## config.mk

```make
export PLATFORM = sky130hd
export DESIGN_NAME = morv_mem_arbiter
export DESIGN_NICKNAME = d
export VERILOG_FILES = /design/src/rtl/rv32i_pkg.sv /design/src/rtl/morv_rr_arb2.sv /design/src/rtl/morv_mem_arbiter.sv
export SDC_FILE = /design/constraint.sdc
export NUM_CORES = 1
export LEC_CHECK = 0
export CORE_MARGIN = 3
export CORE_UTILIZATION = 45
export CTS_BUF_LIST = sky130_fd_sc_hd__clkbuf_16
export DETAILED_ROUTE_END_ITERATION = 7
export PLACE_DENSITY_LB_ADDON = 0.12
export SETUP_SLACK_MARGIN = 0.15
export SKIP_LAST_GASP = 1
export SYNTH_ARGS = -nofsm -noshare
export SYNTH_HDL_FRONTEND = slang
export SYNTH_SLANG_ARGS = --single-unit
```

## constraint.sdc

```tcl
create_clock -name clk -period 2.4 [get_ports clk]
set_input_delay 0.48 -clock clk [delete_from_list [all_inputs] [get_ports clk]]
set_output_delay 0.48 -clock clk [all_outputs]
set_load 0.005 [all_outputs]
```

## src/rtl/rv32i_pkg.sv

```systemverilog
// Shared morv core types; this slice holds the memory arbiter's state and owner enums.
package rv32i_pkg;

   typedef enum logic [1:0] {
      IDLE = 2'd0,
      BUSY = 2'd1,
      RESP = 2'd2
   } arb_state_e;

   typedef enum logic {
      FETCH = 1'b0,
      DATA  = 1'b1
   } arb_owner_e;

endpackage

```

## src/rtl/morv_rr_arb2.sv

```systemverilog
// Two-way round-robin picker: a lone request wins, a tie goes to whoever was not granted last.
module morv_rr_arb2
   import rv32i_pkg::*;
(
   input  logic       req_fetch,
   input  logic       req_data,
   input  arb_owner_e last_gnt,
   output logic [1:0] gnt
);

   // bit 0 = fetch, bit 1 = data; at most one bit is ever set
   assign gnt[0] = req_fetch & (~req_data | (last_gnt == DATA));
   assign gnt[1] = req_data  & (~req_fetch | (last_gnt == FETCH));

endmodule

```

## src/rtl/morv_mem_arbiter.sv

```systemverilog
// Shares the single memory port between fetch and load/store, one transaction at a time,
// with a watchdog that aborts accesses memory never completes.
module morv_mem_arbiter
   import rv32i_pkg::*;
#(
   parameter int TIMEOUT = 255,
   parameter int CNT_W   = 8
) (
   input  logic        clk,
   input  logic        rst_n,
   input  logic        i_req,
   input  logic [31:0] i_addr,
   output logic        i_gnt,
   output logic        i_rvalid,
   output logic [31:0] i_rdata,
   output logic        i_err,
   input  logic        d_req,
   input  logic [31:0] d_addr,
   input  logic [31:0] d_wdata,
   input  logic        d_write,
   input  logic [3:0]  d_wstrb,
   output logic        d_gnt,
   output logic        d_rvalid,
   output logic [31:0] d_rdata,
   output logic        d_err,
   output logic        mem_valid,
   output logic [31:0] mem_address,
   output logic [31:0] mem_wdata,
   output logic        mem_write,
   output logic [3:0]  mem_wstrb,
   input  logic [31:0] mem_rdata,
   input  logic        mem_ready
);

   localparam bit              WDOG_EN  = (TIMEOUT != 0);
   localparam logic [CNT_W-1:0] CNT_LAST = WDOG_EN ? CNT_W'(TIMEOUT - 1) : '0;

   arb_state_e       state, state_next;
   arb_owner_e       owner, last_gnt;
   logic [CNT_W-1:0] cnt;
   logic [1:0]       pick;
   logic             grant_fetch, grant_data, complete, abort;

   morv_rr_arb2 u_pick (
      .req_fetch (i_req),
      .req_data  (d_req),
      .last_gnt  (last_gnt),
      .gnt       (pick)
   );

   always_ff @(posedge clk or negedge rst_n) begin
      if (!rst_n) state <= IDLE;
      else        state <= state_next;
   end

   // mem_ready has priority over the watchdog when both land on the same cycle
   always_comb begin
      state_next  = state;
      grant_fetch = 1'b0;
      grant_data  = 1'b0;
      complete    = 1'b0;
      abort       = 1'b0;
      case (state)
         IDLE: begin
            if (pick != 2'b00) begin
               grant_fetch = pick[0];
               grant_data  = pick[1];
               state_next  = BUSY;
            end
         end
         BUSY: begin
            if (mem_ready) begin
               complete   = 1'b1;
               state_next = RESP;
            end else if (WDOG_EN && (cnt == CNT_LAST)) begin
               abort      = 1'b1;
               state_next = RESP;
            end
         end
         RESP:    state_next = IDLE;
         default: state_next = IDLE;
      endcase
   end

   // Grants are gated by rst_n so every output drops the instant reset asserts
   assign i_gnt = rst_n & grant_fetch;
   assign d_gnt = rst_n & grant_data;

   always_ff @(posedge clk or negedge rst_n) begin
      if (!rst_n) begin
         owner       <= FETCH;
         last_gnt    <= FETCH;
         cnt         <= '0;
         mem_valid   <= 1'b0;
         mem_address <= '0;
         mem_wdata   <= '0;
         mem_write   <= 1'b0;
         mem_wstrb   <= '0;
         i_rvalid    <= 1'b0;
         i_rdata     <= '0;
         i_err       <= 1'b0;
         d_rvalid    <= 1'b0;
         d_rdata     <= '0;
         d_err       <= 1'b0;
      end else begin
         i_rvalid <= 1'b0;
         i_rdata  <= '0;
         i_err    <= 1'b0;
         d_rvalid <= 1'b0;
         d_rdata  <= '0;
         d_err    <= 1'b0;

         if (grant_fetch || grant_data) begin
            owner       <= grant_data ? DATA : FETCH;
            last_gnt    <= grant_data ? DATA : FETCH;
            cnt         <= '0;
            mem_valid   <= 1'b1;
            mem_address <= grant_data ? d_addr : i_addr;
            mem_wdata   <= grant_data ? d_wdata : '0;
            mem_write   <= grant_data & d_write;
            mem_wstrb   <= (grant_data && d_write) ? d_wstrb : 4'b0000;
         end

         // Stores and aborts return zero data so the requester never sees bus garbage
         if (complete || abort) begin
            mem_valid <= 1'b0;
            if (owner == FETCH) begin
               i_rvalid <= 1'b1;
               i_rdata  <= (complete && !mem_write) ? mem_rdata : '0;
               i_err    <= abort;
            end else begin
               d_rvalid <= 1'b1;
               d_rdata  <= (complete && !mem_write) ? mem_rdata : '0;
               d_err    <= abort;
            end
         end else if (state == BUSY) begin
            cnt <= cnt + 1'b1;
         end
      end
   end

endmodule

```

* Yosys cells after proc, flatten, opt, wreduce, memory -nomap -nowiden
Cells that the tools add are included.
** Storage, ports and cells
- Bits in registers :: 149
** Cells by class
- $add $sub $neg :: 1
- Multiplexer cells :: 35
- Reduce and logical (&&, ||, !) cells :: 9
- Bitwise logic cells :: 10
- Equality and inequality tests :: 4
** Operators by type and width (number)
- 32-bit 2-to-1 mux :: 7
- 8-bit 2-to-1 mux :: 3
- 1-bit 2-to-1 mux :: 20
- 8-bit by 1-bit adder with 8-bit output (second input constant) :: 1
- 8-bit equality test (second input constant) :: 1
- 2-bit 2-to-1 mux :: 3
- 1-bit bitwise AND :: 5
- 4-bit 2-to-1 mux :: 1
- 2-bit case mux with 2 select lines :: 1
- 2-bit nonzero test :: 2
- 3-bit inequality test (second input constant) :: 1
- 1-bit inverter :: 3
- 2-bit by 1-bit equality test with 1-bit output (second input constant) :: 1
- 1-bit logical AND :: 2
- 2-bit zero test :: 1
- 1-bit logical OR :: 2
- 2-bit inequality test (second input constant) :: 1
- 1-bit bitwise OR :: 2
- 2-bit AND reduction :: 1
- 1-bit zero test :: 1

* Logic depth before layout (Yosys ltp)
- Word-level depth :: 10
- Mapped depth :: 6
- Gate-level depth less buffers :: 5

* Modules after synthesis
Synthesis repeated with hierarchy kept, for this count alone.
** Second synthesis, totals
- Cell total of the unflattened synthesis :: 466
- Area, all modules :: 5675.4 sq um
** By module, submodules not included
- morv_mem_arbiter :: area each 5656.7 sq um, cells each 463, times used 1
- morv_rr_arb2 :: area each 18.8 sq um, cells each 3, times used 1

* Worst setup path before layout
OpenSTA, ideal clock, no wires.
- Kind :: register to output
- From :: reg state[1]
- To :: out i_gnt
- Path slack :: 0.702 ns
- Arrival time :: 1.218 ns
- Stages on the path, launching flop included :: 4
- Cells stage by stage :: dfrtp_1 > nor2_1 > clkbuf_1 > o2111a_1
** Between the ends
- Cells in the longest elaborated chain, start to end :: 3
** RTL lines
- from (decl) :: RTL line morv_mem_arbiter.sv:38 : arb_state_e state, state_next;
- from (signal assigned) :: RTL line morv_mem_arbiter.sv:53 : else state <= state_next;
- 2-bit zero test :: RTL line morv_mem_arbiter.sv:63 : case (state)
- 1-bit 2-to-1 mux :: RTL line morv_mem_arbiter.sv:63
- 1-bit bitwise AND :: RTL line morv_mem_arbiter.sv:86 : assign i_gnt = rst_n & grant_fetch;
- to (decl) :: RTL line morv_mem_arbiter.sv:13 : output logic i_gnt,
Every way passes these cells.

* Worst setup path after layout
- From :: in i_req
- To :: out i_gnt
** Between the ends
- Cells in the longest elaborated chain, start to end :: 7
- Elaborated cells between the ends (all ways) :: 8
- Classes of those cells :: 2 x mux; 5 x bitwise; 1 x reduce/logical
** RTL lines
- from (decl) :: RTL line morv_mem_arbiter.sv:11 : input logic i_req,
- 1-bit inverter :: RTL line morv_rr_arb2.sv:13 : assign gnt[1] = req_data & (~req_fetch | (last_gnt == FETCH));
- 1-bit bitwise OR :: RTL line morv_rr_arb2.sv:13
- 1-bit bitwise AND :: RTL line morv_rr_arb2.sv:13
- 2-bit nonzero test :: RTL line morv_mem_arbiter.sv:65 : if (pick != 2'b00) begin
- 1-bit 2-to-1 mux * :: RTL line morv_mem_arbiter.sv:65
- 1-bit 2-to-1 mux * :: RTL line morv_mem_arbiter.sv:63
- 1-bit bitwise AND * :: RTL line morv_mem_arbiter.sv:86
Mark *: on every way between the ends. The rest lies on a longest branch, timed or not.

==> impl_results.html <==
<table>
<tr><th>Metric</th><th>Value</th></tr>
<tr><th colspan="2">Outcome</th></tr>
<tr><td>Status</td><td>complete, no violations</td></tr>
<tr><th colspan="2">Routing</th></tr>
<tr><td>Number of detailed-routing iterations run before antenna repair</td><td>5</td></tr>
<tr><td>Post-route met1 wirelength</td><td>6773 um</td></tr>
<tr><td>Length of routed met3 wiring</td><td>about 1800 um</td></tr>
<tr><td>Top sig layer</td><td>met4</td></tr>
<tr><td>Remaining antenna violation count</td><td>0</td></tr>
<tr><td>Total DRC errors in the routed layout</td><td>0</td></tr>
<tr><td>Count of vias placed by the detailed router</td><td>approximately 5000</td></tr>
<tr><td>Routed wire length per instance</td><td>around 20 um</td></tr>
<tr><td>Met2 routed wirelength</td><td>~9500 um</td></tr>
<tr><td>First-iteration detailed-routing DRC count</td><td>350</td></tr>
<tr><td>Vias per inst</td><td>about 5.4</td></tr>
<tr><td>Final WL</td><td>roughly 19000 um</td></tr>
<tr><th colspan="2">Clock network</th></tr>
<tr><td>TritonCTS clock tree</td><td>yes</td></tr>
<tr><td>Total number of clock tree sinks</td><td>149</td></tr>
<tr><td>TritonCTS Buffers</td><td>17</td></tr>
<tr><td>Clock tree root driver cell</td><td>clkbuf_16</td></tr>
<tr><td>H-tree depth reported by CTS</td><td>4</td></tr>
<tr><td>Clk Latency, worst-skew pair</td><td>~420 ps</td></tr>
<tr><td>Maximum clock insertion buffer count</td><td>2</td></tr>
<tr><td>Register clock-pin slew on the reported worst setup and hold paths</td><td>roughly 60 ps</td></tr>
<tr><th colspan="2">STA</th></tr>
<tr><td>Total Neg Setup Slack</td><td>0 ps</td></tr>
<tr><td>Period utilisation layout</td><td>91.73%</td></tr>
<tr><td>Number of max-slew violations in the final report</td><td>0</td></tr>
<tr><td>Number of endpoints failing setup at the final stage</td><td>0</td></tr>
<tr><td>Maximum clock frequency</td><td>around 0.45 GHz</td></tr>
<tr><td>Setup skew after layout</td><td>slightly above 9 ps</td></tr>
<tr><td>RSZ-0062 raised after global routing</td><td>no</td></tr>
<tr><td>Transition time at the pin with the least slew margin</td><td>a little under 1000 ps</td></tr>
<tr><td>Hold_ws</td><td>approximately 220 ps</td></tr>
<tr><td>Worst relative slew slack</td><td>roughly a third</td></tr>
<tr><td>Count of endpoints failing hold in the final timing report</td><td>0</td></tr>
<tr><td>Minimum period implied by the final worst setup slack</td><td>2201 ps</td></tr>
<tr><th colspan="2">Logic synthesis</th></tr>
<tr><td>Synth Net Count</td><td>approximately 630</td></tr>
<tr><td>Synth Warn #</td><td>0</td></tr>
<tr><td>Post-Synth XOR/XNOR Area</td><td>0%</td></tr>
<tr><td>Proportion of synthesized flip-flops having asynchronous set or reset</td><td>100.0%</td></tr>
<tr><td>Share of the synthesized area in compound gates (AO/OA/AOI/OAI)</td><td>~15%</td></tr>
<tr><td>Simple-gate area share of the yosys netlist</td><td>between 15 and 20%</td></tr>
<tr><td>Sequential cell area fraction in the yosys report</td><td>a little over three fifths</td></tr>
<tr><td>Number of register bits inferred by synthesis</td><td>roughly 150</td></tr>
<tr><td>Mux contribution to synthesized area</td><td>less than 1%</td></tr>
<tr><td>Most common flop cell mapped by yosys</td><td>dfrtp_1</td></tr>
<tr><td>EDFF count, synth</td><td>0</td></tr>
<tr><td>Synthesized area divided by synthesized cell count</td><td>between 10 and 15 um2</td></tr>
<tr><td>Count of cell types in the netlist</td><td>38</td></tr>
<tr><td>Combinational family with the most area after synthesis</td><td>simple AND/OR/NAND/NOR gates</td></tr>
<tr><td>Post-synthesis cell count</td><td>~490</td></tr>
<tr><td>Adder-Cell Fraction of Synth Area</td><td>0.4197%</td></tr>
<tr><td>Synthesized cell area</td><td>between 5000 and 6000 um2</td></tr>
<tr><th colspan="2">Power and ir drop</th></tr>
<tr><td>Worst vdd ir</td><td>~0.62 mV</td></tr>
<tr><td>Clock network power share</td><td>between 20% and 30%</td></tr>
<tr><td>Pwr Density</td><td>slightly above 1000 nW/um2</td></tr>
<tr><td>Share of power burned in registers</td><td>~37%</td></tr>
<tr><td>Sw frac</td><td>a little under a third</td></tr>
<tr><td>Internal power</td><td>approximately 0.0069 W</td></tr>
<tr><td>Power consumption</td><td>roughly 0.0099 W</td></tr>
<tr><td>Static power due to leakage</td><td>4.272 nW</td></tr>
<tr><td>Reported net switching power</td><td>between 0.002 and 0.003 W</td></tr>
<tr><td>Combinational share of power</td><td>roughly 36%</td></tr>
<tr><th colspan="2">GRT</th></tr>
<tr><td>Number of global-route vias before repair</td><td>~5400</td></tr>
<tr><td>Global-route wire length before repair</td><td>just under 30000 um</td></tr>
<tr><td>Overall Global Routing Usage</td><td>between 20% and 30%</td></tr>
<tr><td>Pin count of the biggest net entering global routing</td><td>slightly above 80</td></tr>
<tr><td>Global route total overflow</td><td>0</td></tr>
<tr><td>Antenna violations before repair</td><td>0</td></tr>
<tr><th colspan="2">Setup path</th></tr>
<tr><td>Type of the worst setup path</td><td>input pin to output pin</td></tr>
<tr><td>Endpoint kind of the worst setup timing path</td><td>output pin</td></tr>
<tr><td>Crit path buf inv count</td><td>2</td></tr>
<tr><td>Top Family by Delay on Critical Path</td><td>buffers and inverters</td></tr>
<tr><td>Top fanout value on the critical path</td><td>4</td></tr>
<tr><td>Worst flop-to-flop path endpoint</td><td>mem_wstrb[0]$_DFFE_PN0P_</td></tr>
<tr><td>Arrival time reported for the critical path endpoint</td><td>approximately 1700 ps</td></tr>
<tr><td>Critical path launch point type</td><td>input pin</td></tr>
<tr><td>Critical path's most frequent cell</td><td>clkdlybuf4s50_1</td></tr>
<tr><td>R2R depth</td><td>6</td></tr>
<tr><td>Data required time at the worst endpoint</td><td>roughly 1900 ps</td></tr>
<tr><td>FF-to-FF setup slack</td><td>about 610 ps</td></tr>
<tr><td>Crit path from</td><td>i_req</td></tr>
<tr><td>Cell-by-cell trace of the critical path</td><td>clkdlybuf4s50_1, o2111a_1, clkdlybuf4s50_1</td></tr>
<tr><td>Startpoint of the worst register-to-register path</td><td>state[0]$_DFFE_PN0P_</td></tr>
<tr><td>Crit path max-delay cell type</td><td>clkdlybuf4s50_1</td></tr>
<tr><td>Critical path's largest stage delay</td><td>530 ps</td></tr>
<tr><th colspan="2">Die</th></tr>
<tr><td>Initial cell density of the core</td><td>between 40% and 50%</td></tr>
<tr><td>Die outline width</td><td>121.1 um</td></tr>
<tr><td>Placeable Area</td><td>roughly 13000 um2</td></tr>
<tr><td>I/O pin total</td><td>between 200 and 300</td></tr>
<tr><td>Die footprint</td><td>between 10000 and 15000 um2</td></tr>
<tr><td>Std cell rows</td><td>41</td></tr>
<tr><td>Vertical extent of the die</td><td>121.1 um</td></tr>
<tr><th colspan="2">Run</th></tr>
<tr><td>Count of maximum capacitance violations</td><td>0</td></tr>
<tr><th colspan="2">Place</th></tr>
<tr><td>Global placement routability congestion</td><td>0.8737</td></tr>
<tr><td>Placed wire-length estimate</td><td>13080 um</td></tr>
<tr><td>Number of buffer cells added on primary ports</td><td>about 280</td></tr>
<tr><th colspan="2">Final layout</th></tr>
<tr><td>Net total in the final layout</td><td>between 800 and 900</td></tr>
<tr><td>Leading cell type in the layout, fill and taps excluded</td><td>clkdlybuf4s50_1</td></tr>
<tr><td>Count of antenna diodes in the layout</td><td>0</td></tr>
<tr><td>Top library cells by usage in the layout, fill and taps aside</td><td>274 x clkdlybuf4s50_1, 147 x dfrtp_1, 65 x and2_1, 38 x o21ai_0, 35 x and3_1</td></tr>
<tr><td>Layout cells sized above 1</td><td>around 7.8%</td></tr>
<tr><td>Synthesis-to-layout area growth</td><td>60.88%</td></tr>
<tr><th colspan="2">Min path</th></tr>
<tr><td>Class of the tightest hold or removal check</td><td>input pin to asynchronous set/reset pin</td></tr>
</table>
[synthesized netlist by cell type, types with 3 or more instances]
cell type	number	area share, %
clkbuf_1	35	2.2
o2111ai_1	32	4.7
dfrtp_1	149	63
and3_1	35	3.7
nor2_1	4	0.25
a22o_1	33	4.8
nand3b_1	32	4.0
and2_1	65	6.8
o21ai_0	38	3.2
a32o_1	4	0.67
buf_2	6	0.50
nand3_1	5	0.42
inv_1	3	0.19
nand2_1	4	0.25
buf_4	3	0.38
mux2i_1	5	0.84
[power groups by stage]
| stage | clock, W | sequential [W] | combinational (W) |
|---|---|---|---|
| 6_report | 0.00268 | 0.00362 | 0.00358 |
| 5_1_grt | 0.00286 | 0.00370 | 0.00387 |
| 4_1_cts | 0.00273 | 0.00362 | 0.00358 |
| 3_5_place_dp | 0 | 0.00365 | 0.00356 |
| 3_3_place_gp | 0 | 0.00362 | 0.00345 |
| 2_1_floorplan | 0 | 0.00364 | 0.00136 |
[per-layer routing]
metal | up-vias | track usage, %
li1 | 2323 | -
met1 | 2487 | 30.81
met2 | 236 | 43.56
met3 | 35 | 10.96
met4 | 0 | 9.844
met5 | - | 0
[state kept, by name, indices dropped and copies added, names as in the netlist]
| name | flops |
|---|---|
| mem_write | 1 |
| state | 2 |
| mem_valid | 1 |
| last_gnt | 1 |
| d_rdata | 32 |
| mem_address | 32 |
| mem_wdata | 32 |
| cnt | 8 |
| i_rdata | 32 |
| i_rvalid | 1 |
| mem_wstrb | 4 |
| d_err | 1 |
| d_rvalid | 1 |
| i_err | 1 |
[worst max path at each step]
stage	to	slack [ps]	cells after the start
CTS	d_gnt	150	3
detailed placement	d_gnt	10	4
floorplan	i_gnt	700	3
global placement	d_gnt	30	4
finish	i_gnt	200	3
global route	i_gnt	180	3
[logic make-up after synthesis]
family,after synthesis
AOI/OAI and AO/OA,120
adders and majority gates,2
buffers and inverters,47
DFF,149
muxes,5
and+or+nand+nor,162
[per-stage QoR]
| step | setup slack (ps) | area [um2] | util [%] | instances |
|---|---|---|---|---|
| 2_1_floorplan | 702.2 | 5962 | - | 485 |
| 3_3_place_gp | 32.08 | 8949 | 70.06 | 906 |
| 3_5_place_dp | 14.74 | 8949 | 70.06 | 906 |
| 4_1_cts | 150.4 | 9574 | 74.95 | 940 |
| 5_1_grt | 177.8 | 9592 | 75.09 | 942 |
| 6_report | 198.5 | 9592 | 75.09 | 942 |
[repair_timing]
item | CTS | global route
endpoints found under the hold margin | 7 | 0
resized for setup | 3 | 1
setup endpoints to repair | 2 | 1
setup buffers | 1 | 2
pin swaps | 1 | 2
hold buffers | 1 | 0
[layout make-up]
| class | count | area [um2] |
|---|---|---|
| clock buffer | 17 | 425.4 |
| clock inverter | 15 | 181.4 |
| fill | 855 | 3182 |
| inverter | 3 | 11.26 |
| multi-input combinational | 289 | 2062 |
| sequential | 149 | 3731 |
| tap | 172 | 215.2 |
| timing repair buffer | 297 | 2965 |
Power figures use the tool's default switching activity.
